==> config.mk <==
export PLATFORM = sky130hd
export DESIGN_NAME = led_blinker
export DESIGN_NICKNAME = d
export VERILOG_FILES = /design/src/rtl/led_blinker.sv
export SDC_FILE = /design/constraint.sdc
export NUM_CORES = 1
export LEC_CHECK = 0
export CORE_MARGIN = 2
export CORE_UTILIZATION = 45
export CTS_BUF_LIST = sky130_fd_sc_hd__clkbuf_4 sky130_fd_sc_hd__clkbuf_8
export CTS_CLUSTER_SIZE = 10
export DETAILED_ROUTE_END_ITERATION = 12
export HOLD_SLACK_MARGIN = 0.06
export MAX_ROUTING_LAYER = met4
export PLACE_DENSITY = 0.59
export SYNTH_ARGS = -nofsm -noshare
export SYNTH_HDL_FRONTEND = slang
export SYNTH_SLANG_ARGS = --single-unit
==> constraint.sdc <==
create_clock -name CLK -period 3.4 [get_ports CLK]
set_clock_uncertainty 0.05 [all_clocks]
set_input_delay 0.85 -clock CLK [delete_from_list [all_inputs] [get_ports CLK]]
set_output_delay 0.85 -clock CLK [all_outputs]
set_load 0.01 [all_outputs]
==> src/rtl/led_blinker.sv <==
// led_blinker: multi-channel LED driver with blink, PWM and one-shot modes.
// A single-slot valid/ready port reprograms one channel at a time.
module led_blinker #(
  parameter int WIDTH    = 22,
  parameter int CHANNELS = 5,
  localparam int CW      = (CHANNELS > 1) ? $clog2(CHANNELS) : 1
) (
  input  logic                CLK,
  input  logic                RESETN,
  input  logic                EN,
  input  logic                CFG_VALID,
  output logic                CFG_READY,
  input  logic [CW-1:0]       CFG_CH,
  input  logic [1:0]          CFG_MODE,
  input  logic [WIDTH-1:0]    CFG_PERIOD,
  input  logic [WIDTH-1:0]    CFG_DUTY,
  output logic [CHANNELS-1:0] LED,
  output logic [CHANNELS-1:0] TICK
);

  typedef enum logic [1:0] {
    M_OFF   = 2'd0,
    M_BLINK = 2'd1,
    M_PWM   = 2'd2,
    M_ONE   = 2'd3
  } mode_e;

  // Default period makes each LED follow the MSB of a free-running counter.
  localparam logic [WIDTH-1:0] P_DEF = {1'b0, {(WIDTH-1){1'b1}}};
  localparam logic [WIDTH-1:0] ONE   = WIDTH'(1);

  logic r_ready;
  logic w_xfer;

  assign w_xfer    = CFG_VALID & r_ready;
  assign CFG_READY = r_ready;

  // Ready drops for exactly one cycle after every accepted transfer.
  always_ff @(posedge CLK or negedge RESETN) begin
    if (!RESETN) begin
      r_ready <= 1'b0;
    end else begin
      r_ready <= ~w_xfer;
    end
  end

  for (genvar g = 0; g < CHANNELS; g++) begin : g_ch
    mode_e            r_mode;
    logic [WIDTH-1:0] r_cnt;
    logic [WIDTH-1:0] r_per;
    logic [WIDTH-1:0] r_duty;
    logic             r_led;
    logic             w_sel;
    logic             w_act;
    logic             w_wrap;
    logic             w_led;

    assign w_sel  = w_xfer && (CFG_CH == CW'(g));
    assign w_act  = (r_mode != M_OFF);
    assign w_wrap = w_act & EN & (r_cnt == r_per);

    always_comb begin
      w_led = 1'b0;
      unique case (r_mode)
        M_PWM:          w_led = (r_cnt < r_duty);
        M_BLINK, M_ONE: w_led = r_led;
        default:        w_led = 1'b0;
      endcase
    end

    assign LED[g]  = w_led;
    assign TICK[g] = w_wrap;

    // A commit wins over a coincident wrap: no toggle, no one-shot end.
    always_ff @(posedge CLK or negedge RESETN) begin
      if (!RESETN) begin
        r_mode <= M_BLINK;
        r_cnt  <= '0;
        r_per  <= P_DEF;
        r_duty <= '0;
        r_led  <= 1'b0;
      end else if (w_sel) begin
        r_mode <= mode_e'(CFG_MODE);
        r_cnt  <= '0;
        r_per  <= CFG_PERIOD;
        r_duty <= CFG_DUTY;
        r_led  <= (CFG_MODE == M_ONE);
      end else if (EN && w_act) begin
        if (w_wrap) begin
          r_cnt <= '0;
          if (r_mode == M_BLINK) begin
            r_led <= ~r_led;
          end
          if (r_mode == M_ONE) begin
            r_led  <= 1'b0;
            r_mode <= M_OFF;
          end
        end else begin
          r_cnt <= r_cnt + ONE;
        end
      end
    end
  end

endmodule

Yosys cells after proc, flatten, opt, wreduce, memory -nomap -nowiden
Cells that the tools add are included.
Widths: inputs -> output; s select.
{"block": "word_totals", "regBits": 346, "latchBits": 0, "mem_bits_rw": 0, "mem_bits_ro": 0, "inputBits": 53, "output_inout_bits": 11, "elab_cells": 194, "memories": 0}
{"block": "classes", "add_sub_neg": 5, "mul": 0, "div": 0, "order_cmp": 5, "eq_ne": 25, "shift": 0, "muxes": 65, "n_bitwise": 17, "reduce_logical": 51}
{"cell": "$mux 22", "n": 15}
{"cell": "$add 22x1->22 const B", "n": 5}
{"cell": "$eq 22x22->1", "n": 5}
{"cell": "$lt 22x22->1", "n": 5}
{"cell": "$mux 2", "n": 20}
{"cell": "$reduce_bool 2->1", "n": 20}
{"cell": "$reduce_and 3->1", "n": 10}
{"cell": "$mux 1", "n": 25}
{"cell": "$eq 2x2->1 const B", "n": 11}
{"cell": "$reduce_bool 3->1", "n": 5}
{"cell": "$and 1x1->1", "n": 11}
{"cell": "$eq 2x1->1 const B", "n": 5}
{"cell": "$logic_and 1x1->1", "n": 10}
{"cell": "$pmux 1 s2", "n": 5}
{"cell": "$reduce_or 2->1", "n": 5}
{"cell": "$eq 3x2->1 const B", "n": 2}
{"cell": "$not 1->1", "n": 6}
{"cell": "$eq 3x1->1 const B", "n": 1}
{"cell": "$eq 3x3->1 const B", "n": 1}
{"cell": "$logic_not 3->1", "n": 1}

Depth between registers and ports, before layout
Gate-level depths: netlist of the first run.
{"block": "depth", "ltp_word": 6, "depth_mapped": 9, "depth_no_buf": 8}

Least setup slack after synthesis of the first run
OpenSTA, ideal clock, no wires.
{"block": "synth_timing", "path_type": "in2out", "start": "in EN", "end": "out TICK[0]", "arrival_ns": 1.964, "t_required_ns": 2.500, "slack_ns": 0.536, "path_stages": 6, "n_path_buf": 2, "cell_sequence": "buf_4 -> o21a_1 -> nand3_1 -> or4_1 -> nor3b_1 -> buf_4"}
{"block": "synth_between", "elab_chain_len": 2}
{"element": "start: declaration", "line": "10", "text": "input logic EN,"}
{"element": "$and 1x1->1 (2 in a row)", "line": "60", "text": "assign w_wrap = w_act & EN & (r_cnt == r_per);"}
{"element": "end: declaration", "line": "18", "text": "output logic [CHANNELS-1:0] TICK"}
Every way passes these cells.

Final worst setup path of the first run
{"block": "layout_timing", "start": "reg g_ch[4].r_cnt[7]", "end": "out LED[4]"}
{"block": "layout_between", "elab_chain_len": 2}
{"element": "start: declaration", "line": "49", "text": "logic [WIDTH-1:0] r_cnt;"}
{"element": "start signal: assignment", "line": "99", "text": "r_cnt <= r_cnt + ONE;"}
{"element": "$lt 22x22->1", "line": "65", "text": "M_PWM: w_led = (r_cnt < r_duty);"}
{"element": "$pmux 1 s2", "line": "64", "text": "unique case (r_mode)"}
{"element": "end: declaration", "line": "17", "text": "output logic [CHANNELS-1:0] LED,"}
Every way passes these cells.

==> results.sh, run 1 <==
export IMPL_met2_usage=0.429
export IMPL_seq_area_frac_synth=0.469
export IMPL_ant_nets=0
export IMPL_core_area_um2=40900
export IMPL_swShare=0.321
export IMPL_finalNetCount=2419
export IMPL_async_flop_share=1.00
export IMPL_cap_violations=0
export IMPL_dr_first_iter_drc_count=1274
export IMPL_status="completed"
export IMPL_internal_power_mw=9.01
export IMPL_rsz0062_at_grt="yes"
export IMPL_period_share=0.982
export IMPL_required_ns=2.50
export IMPL_clk_path_buf_depth=3
export IMPL_p_leak_nw=10.8
export IMPL_holdBufCountCts=0
export IMPL_combPwrFrac=0.250
export IMPL_ys_ff_latch=346
export IMPL_grt_max_degree=80
export IMPL_cts_htree_levels=2
export IMPL_hold_viol=0
export IMPL_area_growth_syn_to_layout_pct=21.7
export IMPL_die_x_um=208
export IMPL_cts_tree="yes"
export IMPL_seq_area_um2=8820
export IMPL_multi_input_area_um2=9710
export IMPL_setup_viol=0
export IMPL_synthDistinctLibCells=73
export IMPL_syn_num_nets=2240
export IMPL_drt_pass1_iter_count=6
export IMPL_slew_viol_final=0
export IMPL_die_area_um2=43300
export IMPL_power_density_nw_per_um2=582
export IMPL_timing_fmax_mhz=300
export IMPL_routedWlPerCell_um=20.7
export IMPL_syn_inst=2077
export IMPL_clkSinkCount=346
export IMPL_end_kind="primary output"
export IMPL_cts_clk_slew_worst_paths_ns=0.06
export IMPL_met1_usage=0.369
export IMPL_crit_path_max_fanout=2
export IMPL_min_period_ns=3.34
export IMPL_ir_drop_mv=0.376
export IMPL_pwr_share_clk=0.326
export IMPL_critPathKind="reg2out"
export IMPL_finalWeightedCongestion=0.930
export IMPL_antenna_found_initial=1
export IMPL_avgViaCountPerCell=5.48
export IMPL_use_met3=0.0469
export IMPL_netlist_area_um2=18700
export IMPL_postSynthAreaPerCell_um2=9.02
export IMPL_numCtsBuffers=61
export IMPL_grt_pass1_vias=15420
export IMPL_dp_hpwl_um=40800
export IMPL_synth_edff_count=0
export IMPL_power_total_mw=13.3
export IMPL_p_sw_mw=4.26
export IMPL_finalWirelength_um=59000
export IMPL_fp_dieH_um=208
export IMPL_ys_warn_count=0
export IMPL_startpoint_type="flip-flop"
export IMPL_final_common_cell="nand2_1"
export IMPL_grt_usage=0.281
export IMPL_grt_pass1_wl_um=90600
export IMPL_start_util=0.458
export IMPL_via_count=15571
export IMPL_rows=74
export IMPL_ioPinCount=64
export IMPL_io_buffer_count=63
export IMPL_synthFlopType="dfrtp_1"
export IMPL_relSlewSlack=0.443
export IMPL_hp_class="in2async"
export IMPL_fillers=3785
export IMPL_grt_busiest_layer="met2"
export IMPL_seqPwrFrac=0.424
export IMPL_drcViolationCount=0
export IMPL_cts_root_buf="clkbuf_8"
export IMPL_drive_above_1_share=0.218
export IMPL_arrival_ns=2.44
export IMPL_layout_common_cells="nand2_1, dfrtp_1, o21ai_0, buf_4, inv_1"
export IMPL_post_place_cells=2703
export IMPL_fin_util=0.557
export IMPL_gr_total_overflow=0
export IMPL_worst_pin_slew_ns=0.833
export IMPL_stdcell_count=2842
export IMPL_insertion_delay_ns=0.68
routing by layer:
metal	vias to the layer above	share of wire
li1	7381	-
met1	7577	0.44
met2	467	0.46
met3	146	0.059
met4	0	0.048
met5	-	0
sequential cells by signal (all words and copies together), names as in the netlist:
signal,flops
g_ch.r_led,5
CFG_READY,1
g_ch.r_mode,10
g_ch.r_duty,110
g_ch.r_per,110
g_ch.r_cnt,110
worst max-delay path, cell delays in order (launching register included):
cell	delay, ns
dfrtp_1	0.38
ha_1	0.31
a21o_1	0.16
a21o_1	0.18
a221oi_2	0.30
o21ai_2	0.13
a21oi_2	0.16
buf_2	0.15
what timing repair did:
action,CTS,global route
endpoints found under the hold margin,0,0
gates cloned,0,0
buffers inserted,12,11
gates resized for setup,95,80
endpoints found under the setup margin,10,10
pin swaps,40,49
kinds of logic (layout without fill, tap and decap cells):
kind of cell | count (synthesis) | in the layout | share of synthesized area
AND/OR/NAND/NOR | 917 | 917 | 0.224
flip-flops | 346 | 346 | 0.469
AO/OA/AOI/OAI | 309 | 309 | 0.0985
buffers and inverters | 204 | 436 | 0.0452
XOR/XNOR | 187 | 187 | 0.0874
adder cells (fa/ha/maj) | 110 | 110 | 0.0734
multiplexers | 4 | 4 | 0.00214
other | 0 | 1 | 0
power by group through the flow:
| stage | registers, mW | logic (mW) | clock network, mW |
|---|---|---|---|
| floorplan | 5.57 | 1.85 | 0 |
| global placement | 5.64 | 2.88 | 0 |
| detailed placement | 5.66 | 2.96 | 0 |
| CTS | 5.61 | 3.10 | 4.42 |
| global route | 5.72 | 3.70 | 4.61 |
| finish | 5.63 | 3.31 | 4.33 |
per-stage QoR:
step / setup slack [ns] / setup TNS [ns] / hold WS [ns] / instance area, µm²
finish: 0.0612 / 0 / 0.157 / 22800
global placement: -0.485 / -1.96 / 0.404 / 20600
global route: -0.0875 / -0.267 / 0.189 / 22800
CTS: -0.0326 / -0.0623 / 0.162 / 22300
floorplan: 0.536 / 0 / 0.396 / 18700
detailed placement: -0.466 / -1.92 / 0.405 / 20600
Yosys cell counts, types with 10 or more instances:
library cell	n	share of area
nand2_1	531	0.11
dfrtp_1	236	0.32
o21ai_0	146	0.039
inv_1	121	0.024
dfstp_2	110	0.15
ha_1	110	0.073
nor2_1	103	0.021
xnor2_1	96	0.045
xor2_1	91	0.043
nand4_1	60	0.020
clkbuf_1	54	0.011
nand3_1	54	0.014
a21oi_1	50	0.013
a21o_1	39	0.016
nor3_1	25	0.0067
and3_1	24	0.0080
nor4_1	21	0.0070
and4_1	15	0.0070
buf_4	12	0.0048
or3_1	11	0.0037
and2_1	10	0.0033
nand2b_1	10	0.0033
nor2b_1	10	0.0033
final timing paths:
path                                    from                end  slack, ns  depth (start not counted)
hold reg to reg            g_ch[2].r_per[15]  g_ch[2].r_per[15]       0.41                          2
min in group CLK           g_ch[2].r_per[15]  g_ch[2].r_per[15]       0.41                          2
max in group asynchronous             RESETN  g_ch[4].r_mode[0]       2.16                          2
setup / recovery            g_ch[4].r_cnt[7]             LED[4]       0.06                          7
setup reg to reg                   CFG_READY  g_ch[0].r_cnt[16]       0.98                          6
hold / removal                        RESETN  g_ch[2].r_duty[6]       0.16                          1
cell type report:
| type | count | area share |
|---|---|---|
| Clock inverter | 14 | 0.00571 |
| Timing Repair Buffer | 199 | 0.0771 |
| Multi-Input combinational cell | 1527 | 0.426 |
| Tap cell | 532 | 0.0292 |
| Sequential cell | 346 | 0.387 |
| Inverter | 121 | 0.0199 |
| Antenna cell | 1 | 0.000110 |
| Clock buffer | 102 | 0.0553 |
No activity file was read; power rests on OpenSTA's default activity.
==> run 2, diff against run 1 <==
ABC_AREA = 1   (was default)
ABC_CLOCK_PERIOD_IN_PS = 3400   (was default)
CORE_UTILIZATION = 56   (was 45)
PLACE_DENSITY = 0.71   (was 0.59)
==> run 2 against run 1 <==
Clock power shrank 2%. Hold slack lost 0.066 ns. Cell area grew 0.91%. Combinational power grew 6.0%. First-iteration DRC count grew 39%. Sequential share of layout area shrank 0.22 points. Largest cell class unchanged. Wire length grew 3.9%. Critical path depth grew 1. Cell count grew 19%. Die area shrank 13%. Power grew 3.1%. Highest routed layer unchanged.
==> results.sh, run 2 <==
export IMPL_fin_util=0.647
export IMPL_numCtsBuffers=59
export IMPL_place_area_um2=21500
export IMPL_syn_num_nets=2936
export IMPL_avgViaCountPerCell=5.44
export IMPL_synthTopCellsByCount="nand2_1, inv_1, nor2_1"
export IMPL_dp_hpwl_um=43500
export IMPL_cts_root_buf="clkbuf_8"
export IMPL_path_delay_family="compound AO/OA/AOI/OAI gates"
export IMPL_antenna_found_initial=4
export IMPL_cpMostUsedCell="nand2_1"
export IMPL_crit_path_max_fanout=5
export IMPL_grt_pass1_vias=17364
export IMPL_grt_usage=0.339
export IMPL_ir_drop_mv=0.359
export IMPL_synth_edff_count=0
export IMPL_timing_fmax_mhz=301
export IMPL_synthDistinctLibCells=39
export IMPL_async_flop_share=1.00
export IMPL_seq_area_frac_synth=0.434
export IMPL_setup_viol=0
export IMPL_final_area_um2=23000
export IMPL_arrival_ns=2.43
export IMPL_gr_total_overflow=0
export IMPL_ant_nets=0
export IMPL_stdcell_count=3385
export IMPL_cp_slowest_stage_delay_ns=0.45
export IMPL_via_count=18398
export IMPL_dr_first_iter_drc_count=1767
export IMPL_status="completed"
export IMPL_grt_pass1_wl_um=95500
export IMPL_power_density_nw_per_um2=595
export IMPL_relSlewSlack=0.528
export IMPL_final_common_cell="nand2_1"
export IMPL_finalWeightedCongestion=0.952
export IMPL_syn_inst=2773
export IMPL_synth_area_leaders="dfrtp_1, nand2_1, dfstp_2, inv_1, ha_1"
export IMPL_yosysTopAreaCell="dfrtp_1"
export IMPL_cts_clk_slew_worst_paths_ns=0.06
export IMPL_crit_buf_inv=1
export IMPL_clkSinkCount=346
export IMPL_drive_above_1_share=0.126
export IMPL_fp_dieH_um=194
export IMPL_area_growth_syn_to_layout_pct=13.6
export IMPL_critPathKind="reg2out"
export IMPL_insertion_delay_ns=0.68
export IMPL_cap_violations=0
export IMPL_cts_htree_levels=2
export IMPL_postSynthAreaPerCell_um2=7.30
export IMPL_io_buffer_count=63
export IMPL_netlist_area_um2=20200
export IMPL_die_x_um=194
export IMPL_ys_ff_latch=346
export IMPL_setup_tns_ns=0
export IMPL_hp_class="in2async"
export IMPL_clk_path_buf_depth=3
export IMPL_post_place_cells=3262
export IMPL_worst_pin_slew_ns=0.708
export IMPL_rsz0062_at_grt="no"
export IMPL_ioPinCount=64
export IMPL_end_kind="primary output"
export IMPL_ys_warn_count=0
export IMPL_hold_worst_slack_ns=0.0907
export IMPL_netlist_area_leader_share=0.292
export IMPL_crit_chain="ha_1, a21boi_0, o21ai_0, o211ai_1, a21oi_1, nand2_1, nand2_1, clkdlybuf4s15_1"
export IMPL_slew_viol_final=0
export IMPL_finalWirelength_um=61300
export IMPL_post_synth_top_count_cell="nand2_1"
export IMPL_die_area_um2=37700
export IMPL_p_leak_nw=11.5
export IMPL_start_util=0.569
export IMPL_critical_path_slowest_cell="dfrtp_2"
export IMPL_drcViolationCount=0
export IMPL_grt_max_degree=85
export IMPL_finalNetCount=3035
export IMPL_largestRegisters="g_ch.r_cnt: 110 flops, g_ch.r_duty: 110 flops, g_ch.r_per: 110 flops"
export IMPL_required_ns=2.50
export IMPL_synthFlopType="dfrtp_1"
export IMPL_layout_common_cells="nand2_1, inv_1, nor2_1, o21ai_0, dfrtp_1"
export IMPL_cts_tree="yes"
export IMPL_rows=69
export IMPL_min_period_ns=3.33
export IMPL_period_share=0.979
export IMPL_routedWlPerCell_um=18.1
export IMPL_startpoint_type="flip-flop"
export IMPL_drt_pass1_iter_count=5
export IMPL_holdBufCountCts=0
export IMPL_hold_viol=0
export IMPL_core_area_um2=35600
[run 2: cell count changes in the layout (fill, tap and decap cells not counted), moves of 22 or more]
cell,before,now
nand2_1,530,859
inv_1,113,414
nor2_1,100,278
o21ai_0,134,255
buf_4,122,48
xnor2_1,81,10
xor2_1,89,46
nand3_1,53,95
a21o_1,39,0
nor3_1,24,63
a21oi_1,40,67
dfrtp_1,213,190
dfrtp_2,23,46
and3_1,23,1
[run 2: cells by family after synthesis]
group | after synthesis | synth area share
buffers and inverters | 500 | 0.0973
adders and majority gates | 110 | 0.0680
AOI/OAI and AO/OA | 372 | 0.0966
DFF | 346 | 0.434
xor gates and xnor gates | 56 | 0.0242
and+or+nand+nor | 1389 | 0.280
[run 2: area by class of cell]
cell class | count | area (µm²)
multi-input combinational | 1927 | 9550
clock buffer | 96 | 1180
tap | 461 | 577
clock inverter | 15 | 158
inverter | 420 | 1580
antenna | 2 | 5.00
timing repair buffer | 118 | 1110
fill | 3182 | 12600
sequential | 346 | 8850
[run 2: report_power, final]
group / total [mW] / switching, mW / internal, mW
clock network: 4.25 / 1.82 / 2.42
registers: 5.93 / 0.787 / 5.14
logic: 3.51 / 2.16 / 1.36
total: 13.7 / 4.77 / 8.92
[run 2: final timing paths]
check | startpoint | endpoint | slack, ns | cells after the start
worst max-delay path | g_ch[3].r_cnt[1] | LED[3] | 0.07 | 8
worst min-delay path | RESETN | g_ch[3].r_cnt[0] | 0.09 | 1
worst max register to register | g_ch[0].r_mode[0] | g_ch[0].r_cnt[5] | 1.27 | 9
worst min register to register | g_ch[3].r_duty[5] | g_ch[3].r_duty[5] | 0.43 | 2
max in group asynchronous | RESETN | g_ch[2].r_per[19] | 2.42 | 2
min in group CLK | g_ch[3].r_duty[5] | g_ch[3].r_duty[5] | 0.43 | 2
[run 2: routing by layer]
layer | part of all wire | up-vias | global-route usage
li1 | - | 8969 | -
met1 | 0.44 | 8579 | 0.456
met2 | 0.43 | 721 | 0.498
met3 | 0.079 | 129 | 0.0630
met4 | 0.048 | 0 | 0.155
met5 | 0 | - | -
[run 2: per-stage QoR]
| stage | setup slack (ns) | total power, mW |
|---|---|---|
| after floorplan | 1.04 | 8.19 |
| final | 0.0729 | 13.7 |
| after CTS | 0.000510 | 13.7 |
| after global routing | 0.00800 | 14.6 |
| after detailed placement | -0.247 | 9.38 |
| after global placement | -0.232 | 9.23 |
[run 2: timing repair]
| action | in CTS | in global routing |
|---|---|---|
| setup endpoints to repair | 10 | 6 |
| pin swaps | 2 | 4 |
| resized for setup | 40 | 43 |
| buffers inserted | 3 | 7 |
==> patch 1 (flow settings as in run 1) <==
The parameter `WIDTH` goes from 22 to 44.
--- a/src/rtl/led_blinker.sv
+++ b/src/rtl/led_blinker.sv
@@ -3,3 +3,3 @@
 module led_blinker #(
-  parameter int WIDTH    = 22,
+  parameter int WIDTH    = 44,
   parameter int CHANNELS = 5,
Interface: changed (resized CFG_DUTY and CFG_PERIOD); port bits go from 64 to 108. No check against the original RTL was run, so the function may have changed too.
==> patch 1 against run 1 <==
The flow now finishes with violations (setup timing); via count up 96%; sequential cell count up 330; wire length up 120%; maximum frequency down 14%; cell area up 99%; worst setup slack worse by 0.56 ns; synthesized area up 94%; power up 87%; largest power group unchanged; highest routed layer unchanged.
==> patch 1: results (changes against run 1) <==
[status]
status = finished with violations
violations = setup timing

[clock_tree]
htree_levels = 3  ; +1
cts_setup_buffers = 27  ; +15
cts-buffers-inserted = 118  ; +93%

[layout]
inverters = 246  ; +100%
stdcell_count = 5650  ; +99%
seqCellArea_um2 = 17200  ; +95%
num-nonclk-buffers = 541  ; +170%
clock_area_frac = 0.0605  ; -0.000426
stdcell_area_um2 = 45300  ; +99%
antenna_cells = 5  ; +4
nonClkBufAreaFrac = 0.105  ; +0.0283

[worst_hold_path]
worst_hold_path_type = reg2reg

[synth]
synth_common_cells = nand2_1, dfrtp_1, nor2_1
ys_seq_area_frac = 0.473  ; +0.00382

[sta]
fin_setup_tns_ns = -2.41  ; -2.41 ns
worst_slack_ns = -0.497  ; -0.558 ns
setup_viol = 9  ; +9

[placement]
post-place-cells = 5392  ; +99%
dp_hpwl_um = 95200  ; +130%
numPortBuffers = 107  ; +70%

[global_routing]
grt_pass1_vias = 29900  ; +94%
grt_first_pass_wirelength_um = 197000  ; +120%
antenna_found_initial = 15  ; +14
met2_usage = 0.505  ; +0.0760

[detailed_routing]
wl_met3_um = 9180  ; +160%
finalWirelength_um = 132000  ; +120%
wl_met2_um = 59800  ; +120%
firstDrtPassIters = 7  ; +1

[patch 1: final timing paths]
path	from	slack, ns	endpoint	cells after the start
worst min register to register	g_ch[4].r_per[2]	0.41	g_ch[4].r_per[2]	2
worst max-delay path	g_ch[3].r_duty[9]	-0.50	LED[3]	10
max in group asynchronous	RESETN	1.68	g_ch[4].r_per[14]	3
min in group asynchronous	RESETN	0.65	g_ch[3].r_cnt[20]	2
worst min-delay path	g_ch[4].r_per[2]	0.41	g_ch[4].r_per[2]	2
worst max register to register	g_ch[3].r_cnt[27]	0.11	g_ch[3].r_led	16
[patch 1: logic make-up after synthesis]
kind of cell	synth area share
AND/OR/NAND/NOR	0.216
flip-flops	0.473
AO/OA/AOI/OAI	0.0736
XOR/XNOR	0.101
buffers and inverters	0.0440
adder cells (fa/ha/maj)	0.0758
multiplexers	0.0170
[patch 1: worst max-delay path, delay by kind of cell, from the launching register on]
kind            cells  cell delay, ns
compound gates      6            1.34
flops               1            0.37
buf+inv             3            0.34
fa+ha+maj           1            0.20
==> patch 2 (settings of run 1) <==
Without the edit above. Make the reset (`RESETN`) synchronous in 2 clocked blocks.
--- a/src/rtl/led_blinker.sv
+++ b/src/rtl/led_blinker.sv
@@ -38,3 +38,3 @@
   // Ready drops for exactly one cycle after every accepted transfer.
-  always_ff @(posedge CLK or negedge RESETN) begin
+  always_ff @(posedge CLK) begin
     if (!RESETN) begin
@@ -74,3 +74,3 @@
     // A commit wins over a coincident wrap: no toggle, no one-shot end.
-    always_ff @(posedge CLK or negedge RESETN) begin
+    always_ff @(posedge CLK) begin
       if (!RESETN) begin
Check against the original RTL: differs if RESETN is asserted again (counterexample within 4 cycles, from zero or initial values and one cycle with RESETN low); with RESETN held inactive, the same outputs for 4 cycles.
==> patch 2 against run 1 <==
The flow now finishes with violations (setup timing); synthesized area fell by 7.3%; wire length is 11% lower; maximum frequency down 4.2%; worst setup slack worse by 0.15 ns; non-clock buffer count down 45; sequential cell count did not move; first-iteration DRC count down 27%; cell area down 10%.
Power is not compared: it rests on default switching activity, and its combinational part moved more than twofold at a synthesized area within 25%.
==> patch 2: results (changes against run 1) <==
[status]
status = finished with violations
violations = setup timing

[clock_tree]
cts-buffers-inserted = 60  ; -1.6%
clk_path_buf_depth = 3  ; unchanged
clk_latency_ns = 0.64  ; -0.04 ns

[worst_setup_path]
reg2reg_to = g_ch[4].r_cnt[16]
worstReg2RegStart = g_ch[4].r_cnt[3]
arrival_ns = 2.59  ; +0.15 ns
slowest_delay_ns = 0.48  ; +0.10 ns
r2r_setup_slack_ns = 1.15  ; +0.17 ns
slowest_stage = or4_1
reg2regPathDepth = 9  ; +3

[global_routing]
grt_first_pass_wirelength_um = 81300  ; -10%
grt.total_usage = 0.269  ; -0.0120
grt_pass1_vias = 14200  ; -7.6%
antenna_found_initial = 0  ; -1
grt_max_degree = 71  ; -11%

[layout]
drive_gt1_frac = 0.127  ; -0.0912
antenna_cells = 0  ; -1
fill_cells = 3650  ; -3.6%
fin_nets = 2429  ; +0.41%
stdcell_count = 2817  ; -0.88%

[synth]
ys_types = 60  ; -18%
async_flop_share = 0  ; -1.00
avgSynthCellArea_um2 = 8.06  ; -11%
synth_area_leaders = dfxtp_1, nand2_1, ha_1, xnor2_1, a21boi_0
syn_nets = 2319  ; +3.5%
synth_common_cells = nand2_1, dfxtp_1, nand3_1
ys_seq_area_frac = 0.399  ; -0.0707

[sta]
setup_viol = 3  ; +3
worstMarginPinSlew_ns = 0.739  ; -0.0936 ns
fin_setup_tns_ns = -0.149  ; -0.149 ns
worst_slack_ns = -0.0857  ; -0.147 ns
hold_slack_ns = 0.405  ; +0.248 ns

[detailed_routing]
vias = 14800  ; -5.1%
routedWlPerCell_um = 18.6  ; -10%
firstDrtPassIters = 5  ; -1

[placement]
gp_congestion = 0.921  ; -0.89%
dp_hpwl_um = 35400  ; -13%
post-place-cells = 2709  ; +0.22%
dp_slack_ns = -0.333  ; +0.132 ns
placed_area_um2 = 18900  ; -8.3%

[worst_hold_path]
worst_hold_path_type = reg2reg

[patch 2: cell count changes after synthesis, moves of 13 or more]
cell	delta
a21boi_0	+113
a21o_1	-21
buf_2	+13
dfrtp_1	-236
dfstp_2	-110
dfxtp_1	+346
nand3_1	+115
nor2_1	+50
nor3_1	-22
nor4_1	-14
o21ai_0	-121
xnor2_1	+39
xor2_1	-16
[patch 2: what timing repair did]
item | 4_1_cts | 5_1_grt
buffers inserted | 6 | 0
setup endpoints to repair | 10 | 7
endpoints found under the hold margin | 0 | 0
gates resized for setup | 64 | 37
pin swaps | 31 | 24
[patch 2: kinds of logic (layout without fill, tap and decap cells)]
kind of cell,Yosys count,in the layout,synth area share
adder cells (fa/ha/maj),110,110,0.0792
AND/OR/NAND/NOR,1014,1014,0.263
flip-flops,346,346,0.399
XOR/XNOR,210,210,0.106
multiplexers,4,4,0.00230
AO/OA/AOI/OAI,248,248,0.0982
buffers and inverters,224,374,0.0532
[patch 2: how the worst max path moves through the flow]
stage                            from  endpoint  slack, ns  cells past startpoint
finish              g_ch[3].r_duty[2]    LED[3]      -0.09                      9
global route        g_ch[3].r_duty[2]    LED[3]      -0.19                      9
CTS                 g_ch[2].r_duty[2]    LED[2]      -0.17                      9
detailed placement                 EN   TICK[4]      -0.33                      8
global placement                   EN   TICK[4]      -0.35                      8
floorplan            g_ch[3].r_cnt[2]    LED[3]       0.64                      8
[patch 2: final cells by class]
cell class	count	area (um2)	area share
repair buffers	154	1380	0.0674
clock inverters	5	50.0	0.00244
flip-flops and latches	346	6960	0.340
well taps	511	639	0.0312
inverters	118	443	0.0216
multi-input cells	1586	9800	0.479
clock buffers	97	1200	0.0585
[patch 2: power by group through the flow]
stage                     clock network (mW)  registers [mW]  logic [mW]
final                                   4.00            4.15       0.602
after global routing                    4.27            4.16       0.641
after CTS                               4.08            4.15       0.592
after detailed placement                   0            4.24       0.577
after global placement                     0            4.24       0.572
after floorplan                            0            4.23       0.269
[patch 2: worst register-to-register path, delay by kind of cell (launching register included)]
family                    cells  cell delay, ns
xor gates and xnor gates      1            0.20
buffers and inverters         3            0.55
and+or+nand+nor               5            1.02
DFF                           1            0.31
[patch 2: layer usage]
layer | vias up | global-route usage | part of all wire
met5 | - | - | 0
met4 | 0 | 0.102 | 0.035
met3 | 101 | 0.0339 | 0.045
met2 | 337 | 0.428 | 0.46
met1 | 6986 | 0.350 | 0.46
li1 | 7354 | - | -
